[src/rtl/rmst_tile_pkg.sv]
// Shared types and helpers for the strided tile loader: FSM state encoding
// and the burst sizing rule.
package rmst_tile_pkg;

   localparam int unsigned NUM_STATES = 4;
   localparam int unsigned STATE_W    = $clog2(NUM_STATES);

   typedef enum logic [STATE_W-1:0] {
      IDLE  = 2'd0,
      ISSUE = 2'd1,
      DRAIN = 2'd2,
      DONE  = 2'd3
   } state_e;

   function automatic int unsigned burst_len(input int unsigned blen,
                                             input int unsigned remaining);
      return (remaining < blen) ? remaining : blen;
   endfunction

endpackage

[src/rtl/rmst_beat_unpacker.sv]
// Splits XDW-bit read-master beats into DW-bit RAM writes, one word per cycle,
// with a running RAM address that wraps at 2^AW.
module rmst_beat_unpacker #(
   parameter int XDW = 128,
   parameter int DW  = 32,
   parameter int AW  = 12
) (
   input  logic           clk,
   input  logic           rst,
   input  logic           load,
   input  logic [AW-1:0]  base,
   input  logic           pop_en,
   input  logic           avail,
   input  logic [XDW-1:0] data,
   output logic           pop,
   output logic           wr_ena,
   output logic [AW-1:0]  wr_addr,
   output logic [DW-1:0]  wr_data
);

   localparam int WCNT = XDW / DW;

   logic [XDW-1:0]  beat_q, beat_d;
   logic            full_q, full_d;
   logic [WCNT-1:0] ptr_q, ptr_d;
   logic            wr_ena_q, wr_ena_d;
   logic [AW-1:0]   wr_addr_q, wr_addr_d;
   logic [AW-1:0]   nxt_q, nxt_d;
   logic [DW-1:0]   wr_data_q, wr_data_d;
   logic [DW-1:0]   sel;

   // Word 0 is written straight from the FIFO head in the pop cycle, so the
   // beat register only has to hold words 1..WCNT-1; the next pop lands on the
   // cycle after the last of those, keeping one write per cycle.
   always_comb begin
      beat_d    = beat_q;
      full_d    = full_q;
      ptr_d     = ptr_q;
      wr_ena_d  = 1'b0;
      wr_addr_d = wr_addr_q;
      wr_data_d = wr_data_q;
      nxt_d     = nxt_q;
      sel       = '0;
      for (int k = 0; k < WCNT; k++) begin
         if (ptr_q[k]) sel = sel | beat_q[k*DW +: DW];
      end
      pop = pop_en && avail && !full_q;
      if (load) nxt_d = base;
      if (pop) begin
         beat_d    = data;
         full_d    = 1'b1;
         ptr_d     = WCNT'(2);
         wr_ena_d  = 1'b1;
         wr_data_d = data[DW-1:0];
         wr_addr_d = nxt_q;
         nxt_d     = nxt_q + AW'(1);
      end else if (full_q) begin
         wr_ena_d  = 1'b1;
         wr_data_d = sel;
         wr_addr_d = nxt_q;
         nxt_d     = nxt_q + AW'(1);
         ptr_d     = ptr_q << 1;
         if (ptr_q[WCNT-1]) full_d = 1'b0;
      end
   end

   always_ff @(posedge clk or posedge rst) begin
      if (rst) begin
         full_q    <= 1'b0;
         ptr_q     <= '0;
         wr_ena_q  <= 1'b0;
         wr_addr_q <= '0;
         wr_data_q <= '0;
         nxt_q     <= '0;
      end else begin
         full_q    <= full_d;
         ptr_q     <= ptr_d;
         wr_ena_q  <= wr_ena_d;
         wr_addr_q <= wr_addr_d;
         wr_data_q <= wr_data_d;
         nxt_q     <= nxt_d;
      end
   end

   always_ff @(posedge clk) begin
      beat_q <= beat_d;
   end

   assign wr_ena  = wr_ena_q;
   assign wr_addr = wr_addr_q;
   assign wr_data = wr_data_q;

endmodule

[src/rtl/rmst_tile_loader.sv]
// Fetches a rows x row_len strided tile through the Avalon read master as
// row-bounded bursts and writes it densely into the tile RAM.
module rmst_tile_loader
   import rmst_tile_pkg::*;
#(
   parameter int DW         = 32,
   parameter int XDW        = 128,
   parameter int WCNT       = XDW / DW,
   parameter int AW         = 12,
   parameter int XAW        = 32,
   parameter int CW         = 8,
   parameter int RW         = 10,
   parameter int BLEN       = 8,
   parameter int FIFO_WORDS = 64
) (
   input  logic           clk,
   input  logic           rst,
   input  logic           cfg_valid,
   input  logic [XAW-1:0] cfg_raddr,
   input  logic [RW-1:0]  cfg_rows,
   input  logic [AW-1:0]  cfg_row_len,
   input  logic [XAW-1:0] cfg_row_stride,
   input  logic [AW-1:0]  cfg_ram_base,
   input  logic           start,
   output logic           busy,
   output logic           done,
   output logic           cfg_err,
   output logic           rmst_fixed_location,
   output logic [XAW-1:0] rmst_read_base,
   output logic [CW-1:0]  rmst_read_length,
   output logic           rmst_go,
   input  logic           rmst_done,
   output logic           rmst_user_read_buffer,
   input  logic [XDW-1:0] rmst_user_buffer_data,
   input  logic           rmst_user_data_available,
   output logic           ram_wr_ena,
   output logic [AW-1:0]  ram_wr_addr,
   output logic [DW-1:0]  ram_wr_data
);

   localparam int OW = AW + 1;

   state_e         state_q, state_d;
   logic           cfg_err_q, cfg_err_d;
   logic           go_prev_q, go_prev_d;
   logic [OW-1:0]  outs_q, outs_d;
   logic [OW-1:0]  infl_q, infl_d;
   logic [AW-1:0]  col_q, col_d;
   logic [RW-1:0]  row_idx_q, row_idx_d;
   logic [XAW-1:0] raddr_q, raddr_d, stride_q, stride_d;
   logic [XAW-1:0] row_addr_q, row_addr_d, burst_addr_q, burst_addr_d;
   logic [RW-1:0]  rows_q, rows_d;
   logic [AW-1:0]  row_len_q, row_len_d, ram_base_q, ram_base_d;
   logic [AW-1:0]  len;
   logic [31:0]    len_bytes;
   logic           go, credit_ok, row_end, last_burst, accept, pop, wr_ena;

   always_comb begin
      state_d      = state_q;
      cfg_err_d    = cfg_err_q;
      col_d        = col_q;
      row_idx_d    = row_idx_q;
      raddr_d      = raddr_q;
      stride_d     = stride_q;
      rows_d       = rows_q;
      row_len_d    = row_len_q;
      ram_base_d   = ram_base_q;
      row_addr_d   = row_addr_q;
      burst_addr_d = burst_addr_q;

      len        = AW'(burst_len(BLEN, 32'(row_len_q - col_q)));
      len_bytes  = 32'(len) * 32'(DW / 8);
      credit_ok  = (32'(outs_q) + 32'(len)) <= 32'(FIFO_WORDS);
      go         = (state_q == ISSUE) && rmst_done && !go_prev_q && credit_ok;
      row_end    = (col_q + len) == row_len_q;
      last_burst = row_end && (row_idx_q == rows_q - RW'(1));
      accept     = (state_q == IDLE) && start && !cfg_err_q;
      go_prev_d  = go;

      // Credits count words requested but not yet written; infl counts words
      // requested but not yet popped, so stray beats are never consumed.
      outs_d = outs_q + (go ? OW'(len) : '0) - (wr_ena ? OW'(1) : '0);
      infl_d = infl_q + (go ? OW'(len) : '0) - (pop ? OW'(WCNT) : '0);

      case (state_q)
         IDLE: begin
            if (accept) begin
               state_d      = ISSUE;
               row_addr_d   = raddr_q;
               burst_addr_d = raddr_q;
               col_d        = '0;
               row_idx_d    = '0;
            end
         end
         ISSUE: begin
            if (go) begin
               if (row_end) begin
                  col_d        = '0;
                  row_idx_d    = row_idx_q + RW'(1);
                  row_addr_d   = row_addr_q + stride_q;
                  burst_addr_d = row_addr_q + stride_q;
                  if (last_burst) state_d = DRAIN;
               end else begin
                  col_d        = col_q + len;
                  burst_addr_d = burst_addr_q + XAW'(len_bytes);
               end
            end
         end
         DRAIN: begin
            if (wr_ena && outs_q == OW'(1)) state_d = DONE;
         end
         DONE:    state_d = IDLE;
         default: state_d = IDLE;
      endcase

      if (cfg_valid && (state_q == IDLE || state_q == DONE)) begin
         raddr_d    = cfg_raddr;
         rows_d     = cfg_rows;
         row_len_d  = cfg_row_len;
         stride_d   = cfg_row_stride;
         ram_base_d = cfg_ram_base;
         cfg_err_d  = ((cfg_row_len % AW'(WCNT)) != '0) || (cfg_row_len == '0) ||
                      (cfg_rows == '0);
      end
   end

   always_ff @(posedge clk or posedge rst) begin
      if (rst) begin
         state_q   <= IDLE;
         cfg_err_q <= 1'b0;
         go_prev_q <= 1'b0;
         outs_q    <= '0;
         infl_q    <= '0;
         col_q     <= '0;
         row_idx_q <= '0;
      end else begin
         state_q   <= state_d;
         cfg_err_q <= cfg_err_d;
         go_prev_q <= go_prev_d;
         outs_q    <= outs_d;
         infl_q    <= infl_d;
         col_q     <= col_d;
         row_idx_q <= row_idx_d;
      end
   end

   always_ff @(posedge clk) begin
      raddr_q      <= raddr_d;
      stride_q     <= stride_d;
      rows_q       <= rows_d;
      row_len_q    <= row_len_d;
      ram_base_q   <= ram_base_d;
      row_addr_q   <= row_addr_d;
      burst_addr_q <= burst_addr_d;
   end

   rmst_beat_unpacker #(
      .XDW (XDW),
      .DW  (DW),
      .AW  (AW)
   ) u_unpacker (
      .clk     (clk),
      .rst     (rst),
      .load    (accept),
      .base    (ram_base_q),
      .pop_en  (infl_q != '0),
      .avail   (rmst_user_data_available),
      .data    (rmst_user_buffer_data),
      .pop     (pop),
      .wr_ena  (wr_ena),
      .wr_addr (ram_wr_addr),
      .wr_data (ram_wr_data)
   );

   assign busy                  = (state_q == ISSUE) || (state_q == DRAIN);
   assign done                  = (state_q == DONE);
   assign cfg_err               = cfg_err_q;
   assign rmst_fixed_location   = 1'b0;
   assign rmst_go               = go;
   assign rmst_read_base        = (state_q == ISSUE) ? burst_addr_q : '0;
   assign rmst_read_length      = (state_q == ISSUE) ? CW'(len_bytes) : '0;
   assign rmst_user_read_buffer = pop;
   assign ram_wr_ena            = wr_ena;

endmodule
[config.mk]
export PLATFORM = sky130hd
export DESIGN_NAME = rmst_tile_loader
export DESIGN_NICKNAME = d
export VERILOG_FILES = /design/src/rtl/rmst_tile_pkg.sv /design/src/rtl/rmst_beat_unpacker.sv /design/src/rtl/rmst_tile_loader.sv
export SDC_FILE = /design/constraint.sdc
export NUM_CORES = 1
export LEC_CHECK = 0
export CORE_MARGIN = 5
export CORE_UTILIZATION = 49
export DETAILED_ROUTE_END_ITERATION = 7
export GPL_TIMING_DRIVEN = 0
export PLACE_DENSITY = 0.78
export SYNTH_ARGS = -nofsm -noshare
export SYNTH_HDL_FRONTEND = slang
export SYNTH_SLANG_ARGS = --single-unit
export TNS_END_PERCENT = 5
[constraint.sdc]
create_clock -name clk -period 8.3 [get_ports clk]
set_input_delay 1.66 -clock clk [delete_from_list [all_inputs] [get_ports clk]]
set_output_delay 1.66 -clock clk [all_outputs]
set_load 0.02 [all_outputs]
Yosys cells after proc, flatten, opt, wreduce, memory -nomap -nowiden:

Cells that the tools add are included.

* bitwise logic cells: 3
* eq/ne operators: 11
* reductions and logical operators: 28
* muxes and demuxes: 45
* $lt $le $gt $ge: 2
* add/sub/neg operators: 12

Operators by type and width (count)
* $mux 32: 12
* $pmux 32 s2: 2
* $mux 12: 10
* $or 32x32->32: 3
* $add 32x14->32: 1
* $add 32x32->32: 1
* $lt 32x4->1 const B: 1
* $mux 10: 3
* $pmux 12 s2: 1
* $pmux 10 s2: 1
* $add 13x12->14: 1
* $le 14x7->1 const B: 1
* $add 13x12->13: 1
* $add 13x13->13: 1
* $eq 13x1->1 const B: 1
* $reduce_bool 13->1: 1
* $sub 12x12->13: 1
* $sub 13x1->13: 1
* $sub 13x3->13: 1
* $add 12x1->12 const B: 1
* $add 12x12->12: 1
* $eq 12x12->1: 1
* $logic_not 12->1: 1
* $reduce_bool 12->1: 1
* 22 further kinds: 52

* bits in registers: 404
* word-level logic and storage cells: 122
* bits of input ports: 232
* output and inout port bits: 91

Longest topological paths before layout:

Gate-level depths: netlist of run 1.

* depth in word-level cells: 10
* mapped depth: 36
* depth with buffers taken out: 35

Cells and area by module:

From an unflattened synthesis of run 1, not the netlist that was laid out.

* cells, all modules: 1821
* area, all modules: 20279.4 µm²

Modules (own cells, without submodules)
* rmst_tile_loader: seq. area each 6165.9 µm², cells each 1397, times used 1, area an instance 14239.9 µm²
* rmst_beat_unpacker: seq. area each 4409.2 µm², cells each 424, times used 1, area an instance 6039.5 µm²

Worst setup path before layout of run 1:

No wires, ideal clock.

* kind: input to register
* from: in rmst_user_data_available
* to: reg infl_q[12]
* path slack: -1549 ps
* arrival time: 9769 ps
* stages on the path: 16
* buffers on the path: 1
* data required time: 8220 ps
* setup time: 80 ps
* cell sequence: inv_1 a41oi_1 clkbuf_1 nor2b_1 fa_1 inv_1 ha_1 nor2b_1 o21ai_0 a21boi_0 o21ai_0 a21boi_0 o21ai_0 a21oi_1 o41ai_1 xnor2_1

* longest elaborated chain between the ends: 4

RTL lines
* from (decl): RTL line rmst_tile_loader.sv:35 `input logic rmst_user_data_available,`
* $logic_and 1x1->1 (2 in a row): RTL line rmst_beat_unpacker.sv:47 `pop = pop_en && avail && !full_q;`
* net rmst_user_read_buffer: RTL line rmst_tile_loader.sv:33 `output logic rmst_user_read_buffer,`
* $mux 3: RTL line rmst_tile_loader.sv:83 `infl_d = infl_q + (go ? OW'(len) : '0) - (pop ? OW'(WCNT) : '0);`
* $sub 13x3->13: RTL line rmst_tile_loader.sv:83
* net infl_d[12]: RTL line rmst_tile_loader.sv:47 `logic [OW-1:0] infl_q, infl_d;`
* to (signal assigned): RTL line rmst_tile_loader.sv:141 `infl_q <= infl_d;`
* to (decl): RTL line rmst_tile_loader.sv:47

The timed path passes the listed nets, and every way through them passes these cells.
A chain may end at the register's enable or synchronous reset.

Worst setup path in the final report of run 1:

* from: reg row_len_q[0]
* to: out rmst_go

* longest elaborated chain between the ends: 6

RTL lines
* from (decl): RTL line rmst_tile_loader.sv:53 `logic [AW-1:0] row_len_q, row_len_d, ram_base_q, ram_base_d;`
* from (signal assigned): RTL line rmst_tile_loader.sv:151 `row_len_q <= row_len_d;`
* $sub 12x12->13 *: RTL line rmst_tile_loader.sv:71 `len = AW'(burst_len(BLEN, 32'(row_len_q - col_q)));`
* $lt 32x4->1: RTL line rmst_tile_pkg.sv:17 `return (remaining < blen) ? remaining : blen;`
* $mux 12 *: RTL line rmst_tile_pkg.sv:17
* $add 13x12->14 *: RTL line rmst_tile_loader.sv:73 `credit_ok = (32'(outs_q) + 32'(len)) <= 32'(FIFO_WORDS);`
* $le 14x7->1 *: RTL line rmst_tile_loader.sv:73
* $logic_and 1x1->1 *: RTL line rmst_tile_loader.sv:74 `go = (state_q == ISSUE) && rmst_done && !go_prev_q && credit_ok;`
* to (decl): RTL line rmst_tile_loader.sv:31 `output logic rmst_go,`

Mark *: on every way between the ends. The rest lies on a longest branch, timed or not.

==> impl_metrics.json, run 1 <==
{
  "reg2reg_slack_ns": 0.46,
  "die_width_um": 213.7,
  "grt_first_pass_wirelength_um": 90550,
  "via_count": 16520,
  "timing.rr.start": "row_len_q[0]",
  "post-place-cells": 2748,
  "synthArstFlopShare": 0.3046,
  "cts_sinks": 371,
  "rows": 74,
  "rr_worst_depth": 36,
  "cts_max_level": 2,
  "final_cell_area_sq_um": 26080,
  "layout_overhead_on_the_synthesized_area_pct": 28.22,
  "clk_transition_reported_paths_ns": 0.06,
  "ys_warn_count": 0,
  "antenna_violating_nets_post_route": 0,
  "drive_above_1_share": 0.06231,
  "first_iter_violations": 1221,
  "p_comb_frac": 0.365,
  "hold_path.class": "reg2reg",
  "timing.max_slew.rel_slack": 0.1054,
  "post_synth_num_cell_types": 80,
  "worst_skew_pair.late_latency_ns": 0.57,
  "groute.layer.met2.usage": 0.4306,
  "worst_clock_skew_ns": 0.02121,
  "finalHoldWorstSlack_ns": 0.4742,
  "crit_path_end": "rmst_go",
  "gr-usage-all-layers": 0.2521,
  "crit_path_start": "row_len_q[0]",
  "detailed_place.area_sq_um": 24510,
  "hpwl_um": 44290,
  "initial_drt_pass_iterations": 6,
  "vdd_drop_max_mv": 0.1890,
  "final_period_minus_worst_setup_slack_ns": 7.891,
  "groute.layer.met1.usage": 0.3019,
  "postSynthAreaPerCell_sq_um": 11.00,
  "criticalPathCategory": "reg2out",
  "globalRoute.busiestLayer": "met2",
  "port_buffers": 317,
  "tightest_slew_ns": 1.340,
  "netSwitchingFraction": 0.3379,
  "place_congestion": 0.9265,
  "coreArea_sq_um": 40920,
  "synth.top_cell.area_share": 0.3809,
  "avgRoutedWirePerCell_um": 20.86,
  "timing.critical_path.to_type": "primary output",
  "finish.net_count": 2633,
  "seq_power_share": 0.355,
  "run_status": "complete, no violations",
  "report.final.setup_viol": 0,
  "fmax_ghz": 0.1267,
  "instances_no_fill": 2830,
  "layout.core_utilization": 0.6373,
  "finalCritPeriodShare": 0.9507,
  "post-synth-top-area-cell": "sky130_fd_sc_hd__edfxtp_1",
  "vias_in_the_first_global_route": 17160,
  "grt_overflow": 0,
  "syn-instance-count": 1850,
  "number_of_remaining_drc_errors": 0,
  "worst-endpoint-arrival_ns": 6.23,
  "die_height_um": 213.7,
  "detail_route.vias_per_cell": 5.837,
  "die_area_sq_um": 45690,
  "maxCapViolations": 0,
  "netlist_area_sq_um": 20340,
  "yosys_most_used_dff": "sky130_fd_sc_hd__edfxtp_1",
  "power_report.internal_total_mw": 4.706,
  "power_frac_clock": 0.281,
  "root_buffer": "sky130_fd_sc_hd__clkbuf_16",
  "yosysSeqAreaShare": 0.5199,
  "switching_power_mw": 2.401,
  "crit_fanout": 12,
  "cts_max_path_buffers": 3,
  "report.final.slew_viol_count": 0,
  "num_io_pins": 323,
  "worst_hold_path.num_cells": 2,
  "p_leak_nw": 10.29,
  "pre_cts_ws_ns": -0.5717,
  "startpoint_type_of_the_worst_setup_path": "register",
  "report.final.hold_viol_count": 0,
  "antenna_violations_before_repair": 7,
  "grt_start_max_net_pins": 61,
  "grtUsageMet3": 0.06525,
  "initial_utilization": 0.4970,
  "clock_tree_from_tritoncts": "done",
  "yosys.cell_count.top_type": "sky130_fd_sc_hd__edfxtp_1",
  "synth_area_leaders": "sky130_fd_sc_hd__edfxtp_1 (38%), sky130_fd_sc_hd__dfrtp_1 (14%), sky130_fd_sc_hd__ha_1 (8.1%), sky130_fd_sc_hd__a21oi_1 (3.4%), sky130_fd_sc_hd__xnor2_1 (2.8%)",
  "ys_top_cells_by_count": "sky130_fd_sc_hd__edfxtp_1 (258), sky130_fd_sc_hd__nand2_1 (147), sky130_fd_sc_hd__a21oi_1 (138), sky130_fd_sc_hd__ha_1 (132), sky130_fd_sc_hd__inv_1 (123)",
  "cts_hold_buf": 0,
  "setup_ws_ns": 0.4094,
  "number_of_enable_flip_flop_cells_after_synthesis": 258,
  "cellPowerDensity_nw_per_um2": 272.5,
  "tritoncts.num_buffers": 41,
  "drt-total-wl_um": 59020,
  "crit-reg2reg-capture": "outs_q[12]",
  "required_time_worst_endpoint_ns": 6.64,
  "ys_ff_latch": 371
}
## metal layers
layer	wire, um	share of wire
met1	22340	0.38
met2	28370	0.48
met3	5737	0.097
met4	2516	0.043
met5	58	0.00098
## sequential cells by signal, indices dropped and copies added, names as in the netlist, 12 cells and up
signal,count
u_unpacker.beat_q,96
burst_addr_q,32
raddr_q,32
row_addr_q,32
stride_q,32
u_unpacker.wr_data,32
infl_q,13
outs_q,13
col_q,12
ram_base_q,12
row_len_q,12
u_unpacker.nxt_q,12
u_unpacker.wr_addr,12
## final cells by class
type / instances / area [sq um]
timing repair buffer: 327 / 3351
buffer: 79 / 349.1
fill: 3233 / 14840
inverter: 125 / 474.2
antenna: 3 / 7.507
clock inverter: 24 / 344.1
multi-input combinational: 1317 / 9194
sequential: 371 / 10580
tap: 532 / 665.6
clock buffer: 52 / 1120
## worst min path at each step
stage,from,end,slack (ns)
after floorplan,ram_base_q[11],u_unpacker.nxt_q[11],0.43
after global placement,u_unpacker.wr_addr[1],u_unpacker.wr_addr[1],0.46
after detailed placement,u_unpacker.wr_addr[4],u_unpacker.wr_addr[4],0.46
after CTS,u_unpacker.wr_addr[1],u_unpacker.wr_addr[1],0.48
after global routing,ram_base_q[11],u_unpacker.nxt_q[11],0.50
final,u_unpacker.wr_addr[1],u_unpacker.wr_addr[1],0.47
## critical path: stages (launching register included)
cell and delay (ns):
sky130_fd_sc_hd__edfxtp_1 0.42, sky130_fd_sc_hd__inv_1 0.08, sky130_fd_sc_hd__ha_1 0.17, sky130_fd_sc_hd__fa_1 0.21
sky130_fd_sc_hd__nor2b_1 0.05, sky130_fd_sc_hd__o21a_1 0.18, sky130_fd_sc_hd__o21a_1 0.19, sky130_fd_sc_hd__o21a_1 0.18
sky130_fd_sc_hd__o21a_1 0.19, sky130_fd_sc_hd__o21a_1 0.19, sky130_fd_sc_hd__a2111o_1 0.29, sky130_fd_sc_hd__a211o_1 0.34
sky130_fd_sc_hd__buf_4 0.24, sky130_fd_sc_hd__nor2_4 0.15, sky130_fd_sc_hd__ha_2 0.23, sky130_fd_sc_hd__fa_2 0.24
sky130_fd_sc_hd__a21oi_1 0.09, sky130_fd_sc_hd__o211ai_1 0.31, sky130_fd_sc_hd__nand2_1 0.15, sky130_fd_sc_hd__xor2_1 0.18
sky130_fd_sc_hd__nand3_1 0.11, sky130_fd_sc_hd__nor3_1 0.14, sky130_fd_sc_hd__nand4b_1 0.27, sky130_fd_sc_hd__buf_4 0.28
sky130_fd_sc_hd__inv_1 0.15, sky130_fd_sc_hd__clkdlybuf4s50_1 0.63
## per-stage QoR
step	total power, mW	TNS, ns
3_3_place_gp	4.944	-80.42
2_1_floorplan	4.219	0
6_report	7.107	0
5_1_grt	7.505	-0.02436
4_1_cts	7.090	0
3_5_place_dp	5.059	-2.403
## power groups by stage
| stage | registers, mW | logic (mW) | clock network [mW] |
|---|---|---|---|
| 2_1_floorplan | 2.62 | 1.60 | 0 |
| 4_1_cts | 2.52 | 2.54 | 2.03 |
| 5_1_grt | 2.55 | 2.86 | 2.10 |
| 3_5_place_dp | 2.54 | 2.51 | 0 |
| 3_3_place_gp | 2.56 | 2.39 | 0 |
| 6_report | 2.52 | 2.59 | 1.99 |
## cell usage in the layout, fill, tap and decap left out, types with 14 or more instances in the layout
master                            netlist  layout
sky130_fd_sc_hd__o21ai_0               67      67
sky130_fd_sc_hd__ha_1                 132     131
sky130_fd_sc_hd__xnor2_1               65      65
sky130_fd_sc_hd__clkbuf_1              61      68
sky130_fd_sc_hd__nor3_1                46      46
sky130_fd_sc_hd__xor2_1                42      42
sky130_fd_sc_hd__inv_1                123     122
sky130_fd_sc_hd__a21oi_1              138     136
sky130_fd_sc_hd__nor2_1                77      74
sky130_fd_sc_hd__conb_1                 2      44
sky130_fd_sc_hd__nand3_1               33      33
sky130_fd_sc_hd__nand2_1              147     147
sky130_fd_sc_hd__o21a_1                16      15
sky130_fd_sc_hd__a21o_1                41      41
sky130_fd_sc_hd__a211oi_1              47      47
sky130_fd_sc_hd__nand2b_1              14      14
sky130_fd_sc_hd__dfrtp_1              113     112
sky130_fd_sc_hd__nand4_1               19      19
sky130_fd_sc_hd__edfxtp_1             258     258
sky130_fd_sc_hd__and2_1                38      38
sky130_fd_sc_hd__a222oi_1              32      32
sky130_fd_sc_hd__a31oi_1               29      29
sky130_fd_sc_hd__nor2b_1               61      59
sky130_fd_sc_hd__and3_1                16      16
sky130_fd_sc_hd__clkdlybuf4s50_1        0     317
sky130_fd_sc_hd__clkbuf_16              0      43
## logic make-up (layout without fill, tap and decap cells)
kind of cell | Yosys count | after routing | share of synthesized area
and+or+nand+nor | 513 | 513 | 0.1281
AOI/OAI and AO/OA | 497 | 497 | 0.1679
DFF | 371 | 371 | 0.5199
buffers and inverters | 204 | 607 | 0.04004
adders and majority gates | 139 | 139 | 0.08808
xor gates and xnor gates | 108 | 108 | 0.04718
muxes | 16 | 16 | 0.008489
other | 2 | 47 | 0.0003692
## repair_timing
action / 4_1_cts / 5_1_grt
gates resized for setup: 5 / 17
gates cloned: 0 / 0
pin swaps: 1 / 4
setup endpoints to repair: 10 / 10
setup buffers: 1 / 2
Power figures use the tool's default switching activity.
==> run 2, diff against run 1 <==
CAP_MARGIN = 20   (was unset)
==> run 2 against run 1 <==
Net effect: die area unchanged; design area down 0.36%; sequential share of layout area up 0.15 points; largest cell class unchanged; setup slack better by 0.026 ns; via count about the same; core utilization down 0.23 points; power down 1.8%.
==> impl_metrics.json, run 2 (synthesis results as in run 1) <==
{
  "timing.max_slew.rel_slack": 0.1931,
  "hpwl_um": 44190,
  "finalHoldWorstSlack_ns": 0.4694,
  "vias_in_the_first_global_route": 17110,
  "grt_first_pass_wirelength_um": 90070,
  "initial_drt_pass_iterations": 6,
  "layout_overhead_on_the_synthesized_area_pct": 27.75,
  "die_height_um": 213.7,
  "clock_tree_from_tritoncts": "done",
  "worst_skew_pair.late_latency_ns": 0.58,
  "worst_clock_skew_ns": 0.02551,
  "cts_max_level": 2,
  "startpoint_type_of_the_worst_setup_path": "register",
  "reg2reg_slack_ns": 0.49,
  "final_common_cell": "sky130_fd_sc_hd__clkdlybuf4s50_1",
  "p_leak_nw": 10.22,
  "run_status": "complete, no violations",
  "grt_start_max_net_pins": 61,
  "rows": 74,
  "critical-path-top-delay-family": "compound AO/OA/AOI/OAI gates",
  "cpMaxStageDelayCell": "sky130_fd_sc_hd__clkdlybuf4s50_1",
  "finish.net_count": 2633,
  "drive_above_1_share": 0.05969,
  "timing.critical_path.to_type": "primary output",
  "p_comb_frac": 0.373,
  "fmax_ghz": 0.1272,
  "crit_fanout": 12,
  "clk_transition_reported_paths_ns": 0.06,
  "critPathBufInv": 5,
  "max_flop_register": "u_unpacker.beat_q",
  "finalCritPeriodShare": 0.9475,
  "power_report.internal_total_mw": 4.578,
  "layout.cells.most_common_list": "sky130_fd_sc_hd__clkdlybuf4s50_1 (317), sky130_fd_sc_hd__edfxtp_1 (258), sky130_fd_sc_hd__nand2_1 (147), sky130_fd_sc_hd__a21oi_1 (135), sky130_fd_sc_hd__ha_1 (131)",
  "via_count": 16520,
  "tritoncts.num_buffers": 41,
  "place_congestion": 0.9265,
  "maxCapViolations": 0,
  "tightest_slew_ns": 1.203,
  "first_iter_violations": 1287,
  "avgRoutedWirePerCell_um": 20.85,
  "power_frac_clock": 0.265,
  "flip_flop_count_of_the_largest_register_after_layout": 96,
  "instances_no_fill": 2829,
  "tns_ns": 0,
  "setup_ws_ns": 0.4358,
  "coreArea_sq_um": 40920,
  "hold_path.class": "reg2reg",
  "netSwitchingFraction": 0.3440,
  "number_of_remaining_drc_errors": 0,
  "root_buffer": "sky130_fd_sc_hd__clkbuf_16",
  "drt-total-wl_um": 58970,
  "switching_power_mw": 2.401,
  "vdd_drop_max_mv": 0.1991,
  "required_time_worst_endpoint_ns": 6.64,
  "report.final.setup_viol": 0,
  "grt_overflow": 0,
  "initial_utilization": 0.4970,
  "port_buffers": 317,
  "cts_max_path_buffers": 3,
  "timing.critical_path.slowest_cell_delay_ns": 0.62,
  "worst-endpoint-arrival_ns": 6.20,
  "detail_route.vias_per_cell": 5.838,
  "gr-usage-all-layers": 0.2507,
  "antenna_violations_before_repair": 6,
  "final_period_minus_worst_setup_slack_ns": 7.864,
  "worst_path_most_repeated_cell": "sky130_fd_sc_hd__o21a_1",
  "die_width_um": 213.7,
  "cts_sinks": 371,
  "post-place-cells": 2749,
  "pre_cts_ws_ns": -0.5757,
  "report.final.hold_viol_count": 0,
  "num_io_pins": 323,
  "cts_hold_buf": 0,
  "report.final.slew_viol_count": 0,
  "antenna_violating_nets_post_route": 0,
  "die_area_sq_um": 45690,
  "seq_power_share": 0.361,
  "criticalPathCategory": "reg2out",
  "cellPowerDensity_nw_per_um2": 268.6
}
==> run 2: power by group through the flow <==
stage | logic, mW | clock network (mW) | registers (mW)
5_1_grt | 2.86 | 1.95 | 2.55
2_1_floorplan | 1.60 | 0 | 2.62
3_5_place_dp | 2.51 | 0 | 2.54
6_report | 2.61 | 1.85 | 2.52
4_1_cts | 2.54 | 1.88 | 2.52
3_3_place_gp | 2.39 | 0 | 2.56
==> run 2: cell type report <==
type | count | area [sq um]
inverter | 125 | 474.2
clock inverter | 14 | 180.2
fill | 3186 | 14940
timing repair buffer | 327 | 3371
multi-input combinational | 1317 | 9194
sequential | 371 | 10580
buffer | 79 | 352.8
clock buffer | 62 | 1167
tap | 532 | 665.6
antenna | 2 | 5.005
==> run 2: metal layers <==
layer | vias up | global-route usage | part of all wire
met2 | 768 | 0.4268 | 0.48
li1 | 7684 | - | -
met4 | 10 | 0.1127 | 0.044
met5 | - | 0 | 0.0011
met3 | 169 | 0.06130 | 0.090
met1 | 7886 | 0.3033 | 0.38
==> run 2: per-stage QoR <==
step                utilization  power [mW]  cell area (sq um)
finish                   0.6350       6.980              25990
global route             0.6349       7.365              25980
CTS                      0.6331       6.939              25910
detailed placement       0.5997       5.057              24540
global placement         0.5947       4.944              24340
floorplan                     -       4.219              20500
==> run 2: path summary, 6_finish.rpt <==
| check | cells after the start | endpoint | from |
|---|---|---|---|
| hold reg to reg | 2 | u_unpacker.wr_addr[1] | u_unpacker.wr_addr[1] |
| min in group asynchronous | 2 | u_unpacker.wr_data[14] | rst |
| setup reg to reg | 36 | outs_q[12] | row_len_q[0] |
| max in group asynchronous | 3 | u_unpacker.wr_addr[5] | rst |
| setup / recovery | 25 | rmst_go | row_len_q[0] |
| hold / removal | 2 | u_unpacker.wr_addr[1] | u_unpacker.wr_addr[1] |
==> run 2: worst register-to-register path: cells and delay by family (launching register included) <==
| family | cells | cell delay [ns] |
|---|---|---|
| DFF | 1 | 0.42 |
| and+or+nand+nor | 8 | 1.38 |
| buffers and inverters | 3 | 0.32 |
| AOI/OAI and AO/OA | 16 | 3.48 |
| xor gates and xnor gates | 2 | 0.36 |
| adders and majority gates | 7 | 1.77 |
==> run 2: timing repair <==
item                                    in CTS  in global routing
pin swaps                                    1                  4
gates resized for setup                      5                 19
setup buffers                                1                  1
endpoints found under the setup margin       9                 10
hold endpoints to repair                     0                  0
